$ cat config.mk
export PLATFORM = sky130hd
export DESIGN_NAME = ddr3_cmd_issuer
export DESIGN_NICKNAME = d
export VERILOG_FILES = /design/src/rtl/ddr3_pkg.sv /design/src/rtl/ddr3_bank_tracker.sv /design/src/rtl/ddr3_cmd_issuer.sv
export SDC_FILE = /design/constraint.sdc
export NUM_CORES = 1
export LEC_CHECK = 0
export ABC_AREA = 1
export CAP_MARGIN = 20
export CORE_MARGIN = 2
export CORE_UTILIZATION = 37
export CTS_CLUSTER_DIAMETER = 150
export DETAILED_ROUTE_END_ITERATION = 7
export PLACE_DENSITY_LB_ADDON = 0.15
export SLEW_MARGIN = 20
export SYNTH_ARGS = -nofsm -noshare
export SYNTH_HDL_FRONTEND = slang
export SYNTH_SLANG_ARGS = --single-unit
$ cat constraint.sdc
create_clock -name clk -period 3.6 [get_ports clk]
set_input_delay 0.36 -clock clk [delete_from_list [all_inputs] [get_ports clk]]
set_output_delay 0.36 -clock clk [all_outputs]
set_load 0.01 [all_outputs]
$ cat src/rtl/ddr3_pkg.sv
// Shared types, DDR3 pin encodings and address decode for the command issuer.
package ddr3_pkg;

  localparam int DDR3_ADDR_W = 17;
  localparam int DDR3_BANK_W = 3;
  localparam int DDR3_ROW_W  = 16;
  localparam int DDR3_COL_W  = 10;
  localparam int DDR3_RA_W   = DDR3_ADDR_W - DDR3_COL_W - DDR3_BANK_W;

  typedef enum logic [2:0] {
    S_IDLE,
    S_PRE,
    S_WAIT_RP,
    S_ACT,
    S_WAIT_RCD,
    S_CAS
  } state_t;

  // {cs_n, ras_n, cas_n, we_n}
  localparam logic [3:0] PIN_NOP   = 4'b0111;
  localparam logic [3:0] PIN_ACT   = 4'b0011;
  localparam logic [3:0] PIN_RD    = 4'b0101;
  localparam logic [3:0] PIN_WR    = 4'b0100;
  localparam logic [3:0] PIN_PRE   = 4'b0010;
  localparam logic [3:0] PIN_DESEL = 4'b1111;

  typedef struct packed {
    logic [DDR3_ROW_W-1:0]  row;
    logic [DDR3_BANK_W-1:0] bank;
    logic [DDR3_COL_W-1:0]  col;
  } addr_fields_t;

  function automatic addr_fields_t decode_addr(input logic [DDR3_ADDR_W-1:0] a);
    addr_fields_t f;
    f.col  = a[DDR3_COL_W-1:0];
    f.bank = a[DDR3_COL_W +: DDR3_BANK_W];
    f.row  = DDR3_ROW_W'(a[DDR3_ADDR_W-1 -: DDR3_RA_W]);
    return f;
  endfunction

  function automatic logic [7:0] sat_dec(input logic [7:0] c);
    return (c == 8'd0) ? 8'd0 : c - 8'd1;
  endfunction

  // A counter loaded on the cycle a command hits the pins: a command issued
  // now lands next cycle, so it is legal once the count is at most 1.
  function automatic logic cnt_done(input logic [7:0] c);
    return c <= 8'd1;
  endfunction

  // Wait states hand over one cycle before the issuing state, hence one more.
  function automatic logic cnt_near(input logic [7:0] c);
    return c <= 8'd2;
  endfunction

endpackage

$ cat src/rtl/ddr3_bank_tracker.sv
// Per-bank open-row bookkeeping with tRAS and tWR countdowns gating precharge.
module ddr3_bank_tracker
  import ddr3_pkg::*;
#(
  parameter int BANK_WIDTH = DDR3_BANK_W,
  parameter int ROW_WIDTH  = DDR3_ROW_W
) (
  input  logic                      clk,
  input  logic                      reset_n,
  input  logic                      act,
  input  logic                      wr,
  input  logic                      pre,
  input  logic [BANK_WIDTH-1:0]     cmd_bank,
  input  logic [ROW_WIDTH-1:0]      act_row,
  input  logic [7:0]                t_ras,
  input  logic [7:0]                t_wr,
  input  logic [BANK_WIDTH-1:0]     q_bank,
  input  logic [ROW_WIDTH-1:0]      q_row,
  output logic                      q_hit,
  output logic                      q_open,
  output logic                      q_pre_ok,
  output logic [2**BANK_WIDTH-1:0]  bank_open
);

  localparam int NUM_BANKS = 2**BANK_WIDTH;

  logic [NUM_BANKS-1:0] open_q, open_d;
  logic [ROW_WIDTH-1:0] row_q  [NUM_BANKS];
  logic [ROW_WIDTH-1:0] row_d  [NUM_BANKS];
  logic [7:0]           tras_q [NUM_BANKS];
  logic [7:0]           tras_d [NUM_BANKS];
  logic [7:0]           twr_q  [NUM_BANKS];
  logic [7:0]           twr_d  [NUM_BANKS];

  always_comb begin
    open_d = open_q;
    row_d  = row_q;
    for (int b = 0; b < NUM_BANKS; b++) begin
      tras_d[b] = sat_dec(tras_q[b]);
      twr_d[b]  = sat_dec(twr_q[b]);
    end
    if (act) begin
      open_d[cmd_bank] = 1'b1;
      row_d[cmd_bank]  = act_row;
      tras_d[cmd_bank] = t_ras;
    end
    if (wr) begin
      twr_d[cmd_bank] = t_wr;
    end
    if (pre) begin
      open_d[cmd_bank] = 1'b0;
    end
  end

  always_ff @(posedge clk) begin
    if (!reset_n) begin
      open_q <= '0;
      for (int b = 0; b < NUM_BANKS; b++) begin
        row_q[b]  <= '0;
        tras_q[b] <= '0;
        twr_q[b]  <= '0;
      end
    end else begin
      open_q <= open_d;
      row_q  <= row_d;
      tras_q <= tras_d;
      twr_q  <= twr_d;
    end
  end

  assign q_open    = open_q[q_bank];
  assign q_hit     = q_open && (row_q[q_bank] == q_row);
  assign q_pre_ok  = cnt_done(tras_q[q_bank]) && cnt_done(twr_q[q_bank]);
  assign bank_open = open_q;

endmodule

$ cat src/rtl/ddr3_cmd_issuer.sv
// Accepts one read/write request at a time and sequences PRE/ACT/RD/WR onto
// registered DDR3 command pins under an open-page policy.
//
// state      | meaning
// S_IDLE     | ready for a request; decides hit / miss / closed
// S_PRE      | wait for tRAS/tWR of the bank, then precharge it
// S_WAIT_RP  | precharge-to-activate spacing
// S_ACT      | activate the requested row
// S_WAIT_RCD | activate-to-column spacing
// S_CAS      | wait for tCCD, then issue the read or write
module ddr3_cmd_issuer
  import ddr3_pkg::*;
#(
  parameter int ADDR_WIDTH = DDR3_ADDR_W,
  parameter int BANK_WIDTH = DDR3_BANK_W,
  parameter int ROW_WIDTH  = DDR3_ROW_W,
  parameter int COL_WIDTH  = DDR3_COL_W
) (
  input  logic                      clk,
  input  logic                      reset_n,
  input  logic [ADDR_WIDTH-1:0]     cmd_addr,
  input  logic                      cmd_valid,
  input  logic                      cmd_write,
  input  logic                      cmd_read,
  output logic                      cmd_ready,
  input  logic [7:0]                tRCD,
  input  logic [7:0]                tRP,
  input  logic [7:0]                tRAS,
  input  logic [7:0]                tWR,
  input  logic [3:0]                tCCD,
  output logic                      ddr_cs_n,
  output logic                      ddr_ras_n,
  output logic                      ddr_cas_n,
  output logic                      ddr_we_n,
  output logic [BANK_WIDTH-1:0]     ddr_ba,
  output logic [ROW_WIDTH-1:0]      ddr_addr,
  output logic [2**BANK_WIDTH-1:0]  bank_open,
  output logic                      cmd_err
);

  state_t                state_q, state_d;
  logic [BANK_WIDTH-1:0] bank_q, bank_d;
  logic [ROW_WIDTH-1:0]  row_q, row_d;
  logic [COL_WIDTH-1:0]  col_q, col_d;
  logic                  write_q, write_d;
  logic [3:0]            pins_q, pins_d;
  logic [BANK_WIDTH-1:0] ba_q, ba_d;
  logic [ROW_WIDTH-1:0]  addr_q, addr_d;
  logic [7:0]            wait_q, wait_d;
  logic [7:0]            tccd_q, tccd_d;
  logic                  err_q, err_d;

  addr_fields_t          req_f;
  logic                  idle, accept, legal;
  logic                  act_s, wr_s, pre_s;
  logic [BANK_WIDTH-1:0] q_bank;
  logic [ROW_WIDTH-1:0]  q_row;
  logic                  q_hit, q_open, q_pre_ok;

  assign req_f     = decode_addr(cmd_addr);
  assign idle      = (state_q == S_IDLE);
  assign cmd_ready = idle && reset_n;
  assign accept    = cmd_valid && cmd_ready;
  assign legal     = cmd_read ^ cmd_write;

  // In IDLE the tracker is asked about the incoming request, afterwards about the latched one.
  assign q_bank = idle ? req_f.bank : bank_q;
  assign q_row  = idle ? req_f.row  : row_q;

  ddr3_bank_tracker #(
    .BANK_WIDTH (BANK_WIDTH),
    .ROW_WIDTH  (ROW_WIDTH)
  ) u_tracker (
    .clk       (clk),
    .reset_n   (reset_n),
    .act       (act_s),
    .wr        (wr_s),
    .pre       (pre_s),
    .cmd_bank  (bank_q),
    .act_row   (row_q),
    .t_ras     (tRAS),
    .t_wr      (tWR),
    .q_bank    (q_bank),
    .q_row     (q_row),
    .q_hit     (q_hit),
    .q_open    (q_open),
    .q_pre_ok  (q_pre_ok),
    .bank_open (bank_open)
  );

  always_comb begin
    state_d = state_q;
    bank_d  = bank_q;
    row_d   = row_q;
    col_d   = col_q;
    write_d = write_q;
    pins_d  = PIN_NOP;
    ba_d    = ba_q;
    addr_d  = addr_q;
    wait_d  = sat_dec(wait_q);
    tccd_d  = sat_dec(tccd_q);
    err_d   = 1'b0;
    act_s   = 1'b0;
    wr_s    = 1'b0;
    pre_s   = 1'b0;

    case (state_q)
      S_IDLE: begin
        if (accept) begin
          if (!legal) begin
            err_d = 1'b1;
          end else begin
            bank_d  = req_f.bank;
            row_d   = req_f.row;
            col_d   = req_f.col;
            write_d = cmd_write;
            if (q_hit)       state_d = S_CAS;
            else if (q_open) state_d = S_PRE;
            else             state_d = S_ACT;
          end
        end
      end
      S_PRE: begin
        if (q_pre_ok) begin
          pins_d  = PIN_PRE;
          ba_d    = bank_q;
          addr_d  = '0;
          pre_s   = 1'b1;
          wait_d  = tRP;
          state_d = S_WAIT_RP;
        end
      end
      S_WAIT_RP: begin
        if (cnt_near(wait_q)) state_d = S_ACT;
      end
      S_ACT: begin
        pins_d  = PIN_ACT;
        ba_d    = bank_q;
        addr_d  = row_q;
        act_s   = 1'b1;
        wait_d  = tRCD;
        state_d = S_WAIT_RCD;
      end
      S_WAIT_RCD: begin
        if (cnt_near(wait_q)) state_d = S_CAS;
      end
      S_CAS: begin
        if (cnt_done(tccd_q)) begin
          pins_d  = write_q ? PIN_WR : PIN_RD;
          ba_d    = bank_q;
          addr_d  = ROW_WIDTH'(col_q);
          wr_s    = write_q;
          tccd_d  = {4'b0000, tCCD};
          state_d = S_IDLE;
        end
      end
      default: state_d = S_IDLE;
    endcase
  end

  always_ff @(posedge clk) begin
    if (!reset_n) begin
      state_q <= S_IDLE;
      bank_q  <= '0;
      row_q   <= '0;
      col_q   <= '0;
      write_q <= 1'b0;
      pins_q  <= PIN_DESEL;
      ba_q    <= '0;
      addr_q  <= '0;
      wait_q  <= '0;
      tccd_q  <= '0;
      err_q   <= 1'b0;
    end else begin
      state_q <= state_d;
      bank_q  <= bank_d;
      row_q   <= row_d;
      col_q   <= col_d;
      write_q <= write_d;
      pins_q  <= pins_d;
      ba_q    <= ba_d;
      addr_q  <= addr_d;
      wait_q  <= wait_d;
      tccd_q  <= tccd_d;
      err_q   <= err_d;
    end
  end

  assign {ddr_cs_n, ddr_ras_n, ddr_cas_n, ddr_we_n} = pins_q;
  assign ddr_ba   = ba_q;
  assign ddr_addr = addr_q;
  assign cmd_err  = err_q;

endmodule

Yosys cells after proc, flatten, opt, wreduce, memory -nomap -nowiden
Cells that the tools add are included.
{ "word_totals": {"romBits": 0, "memories": 0, "inputBits": 58, "regBits": 325, "ramBits": 0, "word_cells": 185, "latchBits": 0} }
{ "classes": {"magnitude_cmp": 10, "bitwise_logic": 6, "n_eq_ne": 12, "div_mod_pow": 0, "mux": 73, "shift": 0, "n_reduce_logical": 30, "n_addsub": 18, "multipliers": 0} }
{ "ops": {"columns": ["cell", "n"], "rows": [
  ["$mux W8", 28],
  ["$logic_not A8 Y1", 18],
  ["$sub A8 B1 Y8 const B", 18],
  ["$bwmux W128", 1],
  ["$bwmux W64", 2],
  ["$mux W64", 2],
  ["$mux W16", 5],
  ["$bmux W16 S3", 1],
  ["$bmux W8 S3", 2],
  ["$demux W16 S3", 1],
  ["$pmux W16 S3", 1],
  ["$mux W3", 11],
  ["$demux W8 S3", 1],
  ["$le A8 B1 Y1 const B", 3],
  ["$pmux W3 S3", 2],
  ["$pmux W3 S6", 1],
  ["$eq A16 B4 Y1", 1],
  ["$pmux W8 S2", 1],
  ["$mux W1", 9],
  ["$reduce_and A3 Y1", 3],
  ["$and A8 B8 Y8", 1],
  ["$ge A4 B4 Y1 const B", 2],
  ["$le A8 B2 Y1 const B", 1],
  ["$lt A3 B4 Y1 const B", 2],
  ["other kinds (19)", 32]
]} }

Longest topological paths before layout
Gate-level depths: netlist of run 1.
{ "logic_depth": {"word_depth": 12, "ltp_mapped": 17, "mapped_depth_nobuf": 15} }

By module
From an unflattened synthesis of run 1, not the netlist that was laid out.
{ "unflattened": {"hier_cells": 2323, "hier_area_um2": 15822.7} }
{ "modules_own_cells": {"columns": ["mod", "area_each_um2", "seq_area_each_um2", "instances", "cells_per_inst"], "rows": [
  ["ddr3_bank_tracker", 13127.6, 5285.1, 1, 1924],
  ["ddr3_cmd_issuer", 2695.1, 1101.1, 1, 399]
]} }

Worst setup path before layout of run 1
OpenSTA, ideal clock, no wires.
{ "synth_timing": {"kind": "register to register", "start": "register tccd_q[0]", "end": "register u_tracker.twr_q[36] in the netlist's numbering", "arrival_ps": 1784, "setup_slack_ps": 1697, "setup_time_ps": 119, "path_buffers": 1, "path_stages_with_launch": 16, "path_cell_list": "dfxtp_1 inv_1 ha_1 inv_1 nor2_2 inv_1 nor2_1 or2_1 inv_1 nor2_4 nand2_4 clkinv_2 nand2_2 buf_6 o21ai_0 a21oi_1"} }
{ "synth_via": {"elab_chain_len": 4} }
{ "synth_lines": {"columns": ["element", "line_no", "source"], "rows": [
  ["from (decl)", "ddr3_cmd_issuer.sv:50", "logic [7:0] tccd_q, tccd_d;"],
  ["from (signal assigned)", "ddr3_cmd_issuer.sv:184", "tccd_q <= tccd_d;"],
  ["$le A8 B1 Y1", "ddr3_pkg.sv:48", "return c <= 8'd1;"],
  ["$mux W1", "ddr3_cmd_issuer.sv:148", "if (cnt_done(tccd_q)) begin"],
  ["$mux W1", "ddr3_cmd_issuer.sv:107", "case (state_q)"],
  ["$mux W64", "ddr3_bank_tracker.sv:47", "if (wr) begin"],
  ["to (signal assigned)", "ddr3_bank_tracker.sv:67", "twr_q <= twr_d;"],
  ["to (decl)", "ddr3_bank_tracker.sv:32", "logic [7:0] twr_q [NUM_BANKS];"]
]} }
Every way passes these cells.
A chain may end at the register's enable or synchronous reset.

Worst setup path after layout of run 1
{ "layout_timing": {"start": "register state_q[1]", "end": "register ba_q[2], in the netlist ddr_ba[2]"} }
{ "layout_via": {"elab_chain_len": 10, "elab_cells_between_ends": 20, "cone_classes": "2 x order compare; 5 x eq/ne; 8 x mux; 1 x bitwise; 4 x reduce/logical"} }
{ "layout_lines": {"columns": ["element", "line_no", "source"], "rows": [
  ["from (decl)", "ddr3_cmd_issuer.sv:41", "state_t state_q, state_d;"],
  ["from (signal assigned)", "ddr3_cmd_issuer.sv:175", "state_q <= state_d;"],
  ["$logic_not A3 Y1", "ddr3_cmd_issuer.sv:61", "assign idle = (state_q == S_IDLE);"],
  ["$mux W3", "ddr3_cmd_issuer.sv:67", "assign q_bank = idle ? req_f.bank : bank_q;"],
  ["$not A3 Y4 (implied by the code)", "ddr3_bank_tracker.sv:73", "assign q_pre_ok = cnt_done(tras_q[q_bank]) && cnt_done(twr_q[q_bank]);"],
  ["$bmux W8 S3", "ddr3_bank_tracker.sv:73", null],
  ["$mux W8 (implied by the code) (2 in a row)", "ddr3_bank_tracker.sv:73", null],
  ["$le A8 B1 Y1", "ddr3_pkg.sv:48", null],
  ["$logic_and A1 B1 Y1", "ddr3_bank_tracker.sv:73", null],
  ["$ne A2 B2 Y1 (no line)", null, null],
  ["$reduce_and A3 Y1 (no line)", null, null],
  ["to (signal assigned)", "ddr3_cmd_issuer.sv:169", "ba_q <= '0;"],
  ["to (signal assigned)", "ddr3_cmd_issuer.sv:181", "ba_q <= ba_d;"],
  ["to (decl)", "ddr3_cmd_issuer.sv:47", "logic [BANK_WIDTH-1:0] ba_q, ba_d;"]
]} }
Parallel ways exist; a longest one is shown, timed or not. The select of a mux whose other input is x is not followed.

==> results of run 1 <==
==> registers in the layout (all words and copies together), names as in the netlist, 3 cells and up <==
register / flops
col_q: 10
ddr_addr: 10
ddr_ba: 3
u_tracker.bank_open: 8
row_q: 4
tccd_q: 8
u_tracker.twr_q: 64
u_tracker.row_q: 32
state_q: 3
pins_q: 4
bank_q: 3
u_tracker.tras_q: 64
wait_q: 8
==> kinds of logic (layout without fill, tap and decap cells) <==
group                      count (synthesis)  after routing  share of synthesized area
and+or+nand+nor                          742            742                      0.281
AOI/OAI and AO/OA                        355            355                      0.171
buffers and inverters                    256            321                     0.0957
DFF                                      223            223                      0.388
xor gates and xnor gates                  55             55                     0.0419
adders and majority gates                 20             20                     0.0218
other                                      1              6                   0.000326
==> worst max-delay path, cell delays in order (launching register included) <==
cell      delay (ps)
dfxtp_1          430
nor2_8           190
nand2_8          130
o21ai_2          550
nand3_1          160
nand3_1          140
nand3_2           90
nand3_2          180
nand2_2          190
clkinv_2         220
o21ai_0          110
a21oi_1          160
==> worst max path at each step <==
stage | slack [ps] | to | start | cells past startpoint
after global placement | 940 | ddr_ba[2] | cmd_addr[11] | 10
after floorplan | 1700 | u_tracker.twr_q[36] | tccd_q[0] | 15
after detailed placement | 850 | ddr_ba[2] | cmd_addr[11] | 10
final | 1000 | ddr_ba[2] | state_q[1] | 11
after global routing | 680 | ddr_ba[1] | state_q[1] | 11
after CTS | 1020 | ddr_ba[2] | state_q[1] | 11
==> per-layer routing <==
metal  up-vias  part of all wire  global-route usage
met3        40             0.033              0.0230
li1       5519                 -                   -
met4         0             0.018              0.0384
met1      4872              0.50               0.282
met2       176              0.45               0.324
met5         -                 0                   0
==> per-stage QoR <==
step           power [mW]  cell area [sq um]  std cells   util
4_1_cts              11.6              13300       2118  0.436
5_1_grt              12.6              13300       2118  0.436
3_5_place_dp         8.95              12500       2075  0.409
2_1_floorplan        7.75              11500       1657      -
6_report             11.5              13300       2118  0.436
3_3_place_gp         8.89              12500       2075  0.409
==> cell type report <==
class                      instances  area [sq um]
fill                            3171         17200
multi-input combinational       1178          5950
sequential                       223          4460
timing repair buffer              93           903
clock buffer                      39           781
inverter                         185           704
tap                              396           495
clock inverter                     4          45.0
==> cell usage in the layout, fill, tap and decap left out, types with 5 or more instances in the layout <==
cell type / instances
a211oi_1: 33
a21oi_1: 143
a31oi_1: 15
buf_4: 9
clkbuf_1: 6
clkbuf_16: 27
clkbuf_8: 6
clkdlybuf4s50_1: 83
clkinv_2: 5
conb_1: 6
dfxtp_1: 223
ha_1: 20
inv_1: 171
inv_2: 7
nand2_1: 310
nand2_2: 11
nand3_1: 97
nand3b_1: 5
nand4_1: 8
nor2_1: 218
nor2_4: 7
nor3_1: 45
nor3b_1: 6
o211ai_1: 6
o21ai_0: 135
o221ai_1: 5
o22ai_1: 6
or2_2: 15
xnor2_1: 15
xor2_1: 40
==> power by group <==
| part | internal, mW | switching (mW) |
|---|---|---|
| Sequential | 3.14 | 0.479 |
| Clock | 1.55 | 1.03 |
| Combinational | 2.06 | 3.25 |
==> results.json, run 1 <==
{
  "start_kind": "flop",
  "min_period_ps": 2600,
  "cts-buffers-inserted": 26,
  "pre_cts_slack_ps": 852,
  "drt-pass1-iter-count": 5,
  "ant_nets": 0,
  "setup_tns_ps": 0,
  "r2r_end": "ddr_ba[2]",
  "ctsHtreeMaxLevel": 1,
  "critPathMaxFanout": 19,
  "clock_latency_ps": 530,
  "rr_worst_depth": 11,
  "syn2layout_area_growth_pct": 16.1,
  "synth_edf_count": 0,
  "die_w_um": 180,
  "r2r_setup_slack_ps": 1000,
  "dieArea_sq_mm": 0.0325,
  "core_area_sq_mm": 0.0306,
  "hold_depth": 3,
  "cts_resized": 0,
  "root_buffer": "clkbuf_16",
  "layout_setup_ws_ps": 1000,
  "synth_area_leader_cell": "dfxtp_1",
  "placementRows": 64,
  "cts.sinks": 223,
  "cp_data_required_time_ps": 4070,
  "via_per_inst": 5.01,
  "synthFlopType": "dfxtp_1",
  "ir_drop_v": 0.000348,
  "grt_pass1_wl_um": 52800,
  "whs_ps": 275,
  "wl_um": 32700,
  "dp_hpwl_um": 22500,
  "final-hold-violation-count": 0,
  "yosysSeqAreaShare": 0.388,
  "grtUsageTotal": 0.198,
  "max-clock-path-buffers": 3,
  "hold_path_startpoint": "reset_n",
  "synth_top_cells_by_count": "nand2_1, dfxtp_1, nor2_1",
  "layout-drive-gt1-share": 0.0610,
  "status": "finished clean",
  "cap_violations": 0,
  "fmax_mhz": 385,
  "vias": 10600,
  "end_kind": "flop",
  "syn-cell-area_sq_mm": 0.0115,
  "yosysWarningCount": 0,
  "crit_type": "reg -> reg",
  "hold_buffers": 0,
  "dieHeight_um": 180,
  "drv_slew": 0,
  "portBuffers": 84,
  "syn_avg_cell_area_sq_um": 6.96,
  "yosysUniqueCellTypes": 49,
  "wl_per_cell_um": 15.4,
  "r2r_start": "state_q[1]",
  "holdPathEnd": "state_q[1]",
  "pin_count": 91,
  "post_cts_buffers": 0,
  "synth_top_area_frac": 0.388,
  "drc": 0,
  "setup_viol": 0,
  "hold_path_class": "in -> reg",
  "grt-ovfl-total": 0,
  "place_congestion": 0.823,
  "async_flop_share": 0,
  "cts_tree": "done",
  "ys_ff_latch": 223,
  "start_util": 0.376,
  "num_antenna_cells": 0,
  "grt_setup_unrepaired": "false",
  "grt_max_degree": 102,
  "p_per_area_mw_per_mm2": 863,
  "slew_headroom": 0.347,
  "antenna_found_initial": 0,
  "crit_arrival_ps": 3070,
  "clk_pin_slew_worst_paths_ps": 60,
  "synthTopCellsByArea": "dfxtp_1, nand2_1, nor2_1, a21oi_1, o21ai_0",
  "fin_crit_sh": 0.722,
  "synth_most_common_cell": "nand2_1",
  "worst_pin_slew_ps": 980,
  "netlist_instances": 1652,
  "cellLeakagePower_nw": 5.60,
  "finalClockSkew_ps": 21.8,
  "drt_iter0_markers": 844,
  "num-nets-final": 1785,
  "grt_pass1_vias": 9907
}
Note: power is estimated with default switching activity, not from simulation.
==> run 2: changes to the inputs <==
==> constraint.sdc (replaced) <==
create_clock -name clk -period 2.2 [get_ports clk]
set_input_delay 0.22 -clock clk [delete_from_list [all_inputs] [get_ports clk]]
set_output_delay 0.22 -clock clk [all_outputs]
set_load 0.01 [all_outputs]
==> run 2 against run 1 <==
Critical endpoint is now cmd_ready. Core utilization rose by 1.5 points. Die area did not move. Clock-buffer cell count rose by 3. Global-route usage fell by 0.23 points. Sequential power rose by 63%. Cell count rose by 2.4%. Critical path depth fell by 7. Clock skew fell by 12 ps. Register-to-register slack got worse by 880 ps. Largest power group unchanged. Power rose by 69%. Non-clock buffer count rose by 45. Via count rose by 1.6%.
==> results.json, run 2 (synthesis gave the netlist of run 1 again) <==
{
  "status": "finished clean",
  "grt_max_degree": 119,
  "cp-startpoint": "state_q[2]",
  "setup_viol": 0,
  "placementRows": 64,
  "pre_cts_slack_ps": -135,
  "num-nets-final": 1830,
  "dieArea_sq_mm": 0.0325,
  "crit_type": "reg -> out",
  "multi_input_area_sq_mm": 0.00600,
  "cts.sinks": 223,
  "largest_registers": "u_tracker.tras_q x64, u_tracker.twr_q x64, u_tracker.row_q x32",
  "dpl_cell_area_sq_mm": 0.0129,
  "r2r_setup_slack_ps": 120,
  "slew_headroom": 0.549,
  "ir_drop_v": 0.000592,
  "grtUsageTotal": 0.196,
  "grt_setup_unrepaired": "true",
  "cp_data_required_time_ps": 1980,
  "drv_slew": 0,
  "fmax_mhz": 477,
  "worst_pin_slew_ps": 676,
  "final-hold-violation-count": 0,
  "ant_nets": 0,
  "placed_cells": 2119,
  "hold_path_class": "in -> reg",
  "final_common_cell": "nand2_1",
  "pin_count": 91,
  "p_per_area_mw_per_mm2": 1410,
  "grt-ovfl-total": 0,
  "n_fill_cell": 3188,
  "p_sw_mw": 7.96,
  "hold_buffers": 0,
  "grt_pass1_wl_um": 52700,
  "place_congestion": 0.836,
  "drc": 0,
  "cellLeakagePower_nw": 5.85,
  "finalClockSkew_ps": 10.2,
  "ff_latch_area_sq_mm": 0.00447,
  "num_antenna_cells": 0,
  "r2r_start": "tccd_q[0]",
  "comb_power_share": 0.479,
  "vias": 10800,
  "ctsHtreeMaxLevel": 1,
  "drt_iter0_markers": 678,
  "wl_per_cell_um": 15.0,
  "drt-pass1-iter-count": 5,
  "clock_latency_ps": 530,
  "portBuffers": 84,
  "layoutNonFillerInstCount": 2168,
  "layout_setup_ws_ps": 102,
  "start_util": 0.376,
  "critPathMaxFanout": 19,
  "cts_tree": "done",
  "dp_hpwl_um": 22800,
  "dieHeight_um": 180,
  "final_cell_mix": "nand2_1, dfxtp_1, nor2_1",
  "die_w_um": 180,
  "clk_pin_slew_worst_paths_ps": 60,
  "pwr-share-clk": 0.217,
  "p_seq_frac": 0.305,
  "via_per_inst": 4.97,
  "min_period_ps": 2100,
  "end_kind": "primary output",
  "layout-drive-gt1-share": 0.0914,
  "intPower_mw": 11.4,
  "root_buffer": "clkbuf_16",
  "cts-buffers-inserted": 26,
  "grt_pass1_vias": 10200,
  "wl_um": 32600,
  "cap_violations": 0,
  "syn2layout_area_growth_pct": 20.0,
  "hold_path_startpoint": "reset_n",
  "fin_crit_sh": 0.954,
  "fin_area_sq_mm": 0.0138,
  "crit_arrival_ps": 1880,
  "sw_frac_of_total": 0.410,
  "core_area_sq_mm": 0.0306,
  "max-clock-path-buffers": 3,
  "start_kind": "flop",
  "antenna_found_initial": 0
}
[run 2: area by class of cell]
class,count,area share
clock buffer,42,0.0559
clock inverter,6,0.00499
inverter,185,0.0515
multi-input combinational,1178,0.435
sequential,223,0.324
tap,396,0.0359
timing repair buffer,138,0.0927
[run 2: through the flow]
step / util / setup TNS [ps] / hold slack [ps] / total power, mW
after CTS: 0.449 / 0 / 87.6 / 19.5
after global routing: 0.451 / -881 / 116 / 21.2
final: 0.451 / 0 / 106 / 19.4
after global placement: 0.421 / -1840 / 456 / 15.1
after floorplan: - / 0 / 355 / 12.7
after detailed placement: 0.421 / -1890 / 462 / 15.2
[run 2: worst paths after layout]
kind                          to  depth (start not counted)
min reg2reg          ddr_addr[4]                          2
max                    cmd_ready                          4
min                      cmd_err                          5
max reg2reg  u_tracker.twr_q[33]                         15
[run 2: power by group through the flow]
| stage | registers, mW | logic [mW] | clock network [mW] |
|---|---|---|---|
| floorplan | 5.82 | 6.87 | 0 |
| global placement | 5.97 | 9.10 | 0 |
| detailed placement | 5.97 | 9.18 | 0 |
| CTS | 5.90 | 9.27 | 4.33 |
| global route | 6.06 | 10.6 | 4.52 |
| finish | 5.91 | 9.29 | 4.21 |
[run 2: per-layer routing]
| metal | track usage | wire length, um |
|---|---|---|
| met1 | 0.271 | 15500 |
| met2 | 0.329 | 14900 |
| met3 | 0.0265 | 1580 |
| met4 | 0.0329 | 505 |
| met5 | 0 | 0 |
[run 2: repair_timing]
action	in CTS	in global routing
gates resized for setup	2	18
buffers inserted	0	1
setup endpoints to repair	16	64
cloned	0	0
pin swaps	0	0
[run 2: critical path: stages, from the launching register on]
cell             delay [ps]
dfxtp_2                 340
inv_2                   170
nand2_8                 140
nor2_2                  140
clkdlybuf4s50_1         550
==> run 3: changes to the inputs <==
--- a/config.mk
+++ b/config.mk
@@ -15,4 +15,5 @@
 export SLEW_MARGIN = 20
 export SYNTH_ARGS = -nofsm -noshare
 export SYNTH_HDL_FRONTEND = slang
+export SYNTH_HIERARCHICAL = 1
 export SYNTH_SLANG_ARGS = --single-unit
==> run 3 against run 2 <==
The flow now finishes with violations (setup timing). Worst setup slack worse by 490 ps. Critical endpoint is now state_q[2]. Highest routed layer unchanged. Power rose by 43%. Critical path depth rose by 16. Register-to-register slack got worse by 510 ps. Non-clock buffer count rose by 83. Cell count is 46% higher. Maximum frequency decreased by 19%.
==> results.json, run 3 <==
{
  "r2r_end": "state_q[2]",
  "rr_worst_depth": 20,
  "async_flop_share": 0,
  "hold_depth": 5,
  "p_per_area_mw_per_mm2": 1350,
  "final_common_cell": "nand2_1",
  "grt_pass1_vias": 14200,
  "drt-pass1-iter-count": 5,
  "hold_path_startpoint": "reset_n",
  "ir_drop_v": 0.000961,
  "cts-buffers-inserted": 39,
  "placementRows": 75,
  "dieArea_sq_mm": 0.0444,
  "grt_max_degree": 60,
  "critPathMaxFanout": 7,
  "ant_nets": 0,
  "place_congestion": 0.856,
  "r2r_setup_slack_ps": -390,
  "die_w_um": 211,
  "wl_um": 48300,
  "num-nets-final": 2678,
  "cellLeakagePower_nw": 8.93,
  "netlist_instances": 2323,
  "num_antenna_cells": 0,
  "dp_hpwl_um": 32700,
  "cts_tree": "done",
  "largest_register_ffs": 128,
  "path_delay_family": "simple AND/OR/NAND/NOR gates",
  "critPathMaxStageDelay_ps": 350,
  "synth_top_cells_by_count": "nand2_1, dfxtp_1, inv_1",
  "synthFlopType": "dfxtp_1",
  "critPathBufInv": 2,
  "synthTopCellsByArea": "dfxtp_1, nand2_1, a21oi_1, inv_1, o21ai_0",
  "min_period_ps": 2590,
  "root_buffer": "clkbuf_16",
  "core_area_sq_mm": 0.0420,
  "fmax_mhz": 386,
  "setup_tns_ps": -9780,
  "wl_per_cell_um": 15.2,
  "portBuffers": 84,
  "regMostFlops": "u_tracker/row_q",
  "ctsHtreeMaxLevel": 2,
  "cp_data_required_time_ps": 2640,
  "antenna_found_initial": 0,
  "cap_violations": 0,
  "cp.depth": 20,
  "dpl_cell_area_sq_mm": 0.0184,
  "holdPathEnd": "cmd_err",
  "synth_most_common_cell": "nand2_1",
  "critPathSlowestCell": "dfxtp_4",
  "layout-drive-gt1-share": 0.131,
  "fin_area_sq_mm": 0.0205,
  "syn_avg_cell_area_sq_um": 6.81,
  "cp_cell_sequence": "nor2_4 -> nand2_4 -> nand2_4 -> nand2_8 -> buf_12 -> buf_4 -> nand2_1 -> nand3_1 -> nand3_2 -> nand2_1 -> or2_4 -> nand2_1 -> nor2_1 -> nand3_1 -> nor2_2 -> or2_4 -> a21oi_2 -> nand4_1 -> nand2_1 -> nor2_1",
  "max-clock-path-buffers": 3,
  "crit_type": "reg -> reg",
  "hold_buffers": 0,
  "grt_setup_unrepaired": "true",
  "grt-ovfl-total": 0,
  "via_per_inst": 4.81,
  "pre_cts_slack_ps": -631,
  "setup_viol": 34,
  "worst_pin_slew_ps": 682,
  "dieHeight_um": 211,
  "start_kind": "flop",
  "finalClockSkew_ps": 24.4,
  "cts.sinks": 319,
  "drc": 0,
  "syn2layout_area_growth_pct": 29.8,
  "largest_registers": "u_tracker/row_q x128, u_tracker/tras_q x64, u_tracker/twr_q x64",
  "drt_iter0_markers": 964,
  "vias": 15200,
  "crit_arrival_ps": 3030,
  "final-hold-violation-count": 0,
  "layout_setup_ws_ps": -392,
  "synth_edf_count": 0,
  "clock_latency_ps": 540,
  "end_kind": "flop",
  "ys_ff_latch": 319,
  "fin_crit_sh": 1.18,
  "yosysWarningCount": 6,
  "clk_pin_slew_worst_paths_ps": 60,
  "yosysSeqAreaShare": 0.404,
  "syn-cell-area_sq_mm": 0.0158,
  "status": "complete, but fails checks",
  "grtUsageTotal": 0.209,
  "synth_area_leader_cell": "dfxtp_1",
  "violations": "setup timing",
  "worst_path_most_repeated_cell": "nand2_1",
  "pin_count": 91,
  "r2r_start": "state_q[0]",
  "n_fill_cell": 4233,
  "slew_headroom": 0.545,
  "hold_path_class": "in -> reg",
  "final_cell_mix": "nand2_1, dfxtp_1, inv_1, a21oi_1, nor2_1",
  "yosysUniqueCellTypes": 44,
  "synth_top_area_frac": 0.404,
  "start_util": 0.376,
  "grt_pass1_wl_um": 74700,
  "drv_slew": 0
}
## run 3: cell types whose count changed after synthesis, moves of 18 or more
cell,previous run,this run
a211oi_1,33,2
dfxtp_1,223,319
o21ai_0,135,188
xor2_1,40,80
nand2_1,310,563
a21oi_1,143,261
inv_1,172,263
clkbuf_1,37,55
buf_2,10,32
## run 3: where the power goes
part | switching (mW) | internal (mW) | total (mW)
Sequential | 0.858 | 7.04 | 7.89
Clock | 2.58 | 4.42 | 7.00
Combinational | 7.46 | 5.40 | 12.9
## run 3: worst min-delay path, stage by stage
cell	delay (ps)
buf_4	180
clkinv_1	80
nor2_2	60
nand2_1	50
nor2_1	30
## run 3: area by class of cell
class | count | area [sq um] | area share
tap | 539 | 674 | 0.0328
clock buffer | 56 | 1170 | 0.0571
timing repair buffer | 221 | 2190 | 0.107
inverter | 282 | 1110 | 0.0541
clock inverter | 15 | 244 | 0.0119
sequential | 319 | 6400 | 0.311
timing repair inverter | 1 | 11.3 | 0.000548
multi-input combinational | 1734 | 8740 | 0.426
## run 3: cell families after synthesis
group	share of synthesized area
compound gates	0.163
xor+xnor	0.0520
fa+ha+maj	0.0174
buf+inv	0.100
flops	0.404
other cells	0.000237
simple gates	0.263
## run 3: routing by layer
metal | vias up | GRT usage | share of wire
li1 | 7858 | - | -
met1 | 7005 | 0.271 | 0.45
met2 | 294 | 0.359 | 0.48
met3 | 91 | 0.0284 | 0.038
met4 | 0 | 0.0685 | 0.030
met5 | - | 0 | 0
## run 3: worst max-delay path by stage
stage / start / endpoint / slack, ps
global route: state_q[0] / state_q[2] / -580
finish: state_q[0] / state_q[2] / -390
floorplan: state_q[0] / state_q[2] / -240
CTS: state_q[1] / state_q[2] / -380
detailed placement: cmd_addr[10] / state_q[2] / -630
global placement: cmd_addr[10] / state_q[2] / -560
## run 3: what timing repair did
item / 4_1_cts / 5_1_grt
setup buffers: 9 / 8
gates resized for setup: 35 / 98
setup endpoints to repair: 61 / 129
pin swaps: 14 / 46
cloned: 4 / 5
## run 3: metrics by stage
step / hold slack [ps] / total power, mW / utilization / instances
after global placement: 440 / 19.4 / 0.437 / 3071
after floorplan: 341 / 16.3 / - / 2445
after detailed placement: 444 / 19.5 / 0.437 / 3071
final: 125 / 27.8 / 0.489 / 3167
after CTS: 108 / 27.2 / 0.478 / 3155
after global routing: 141 / 29.9 / 0.489 / 3167
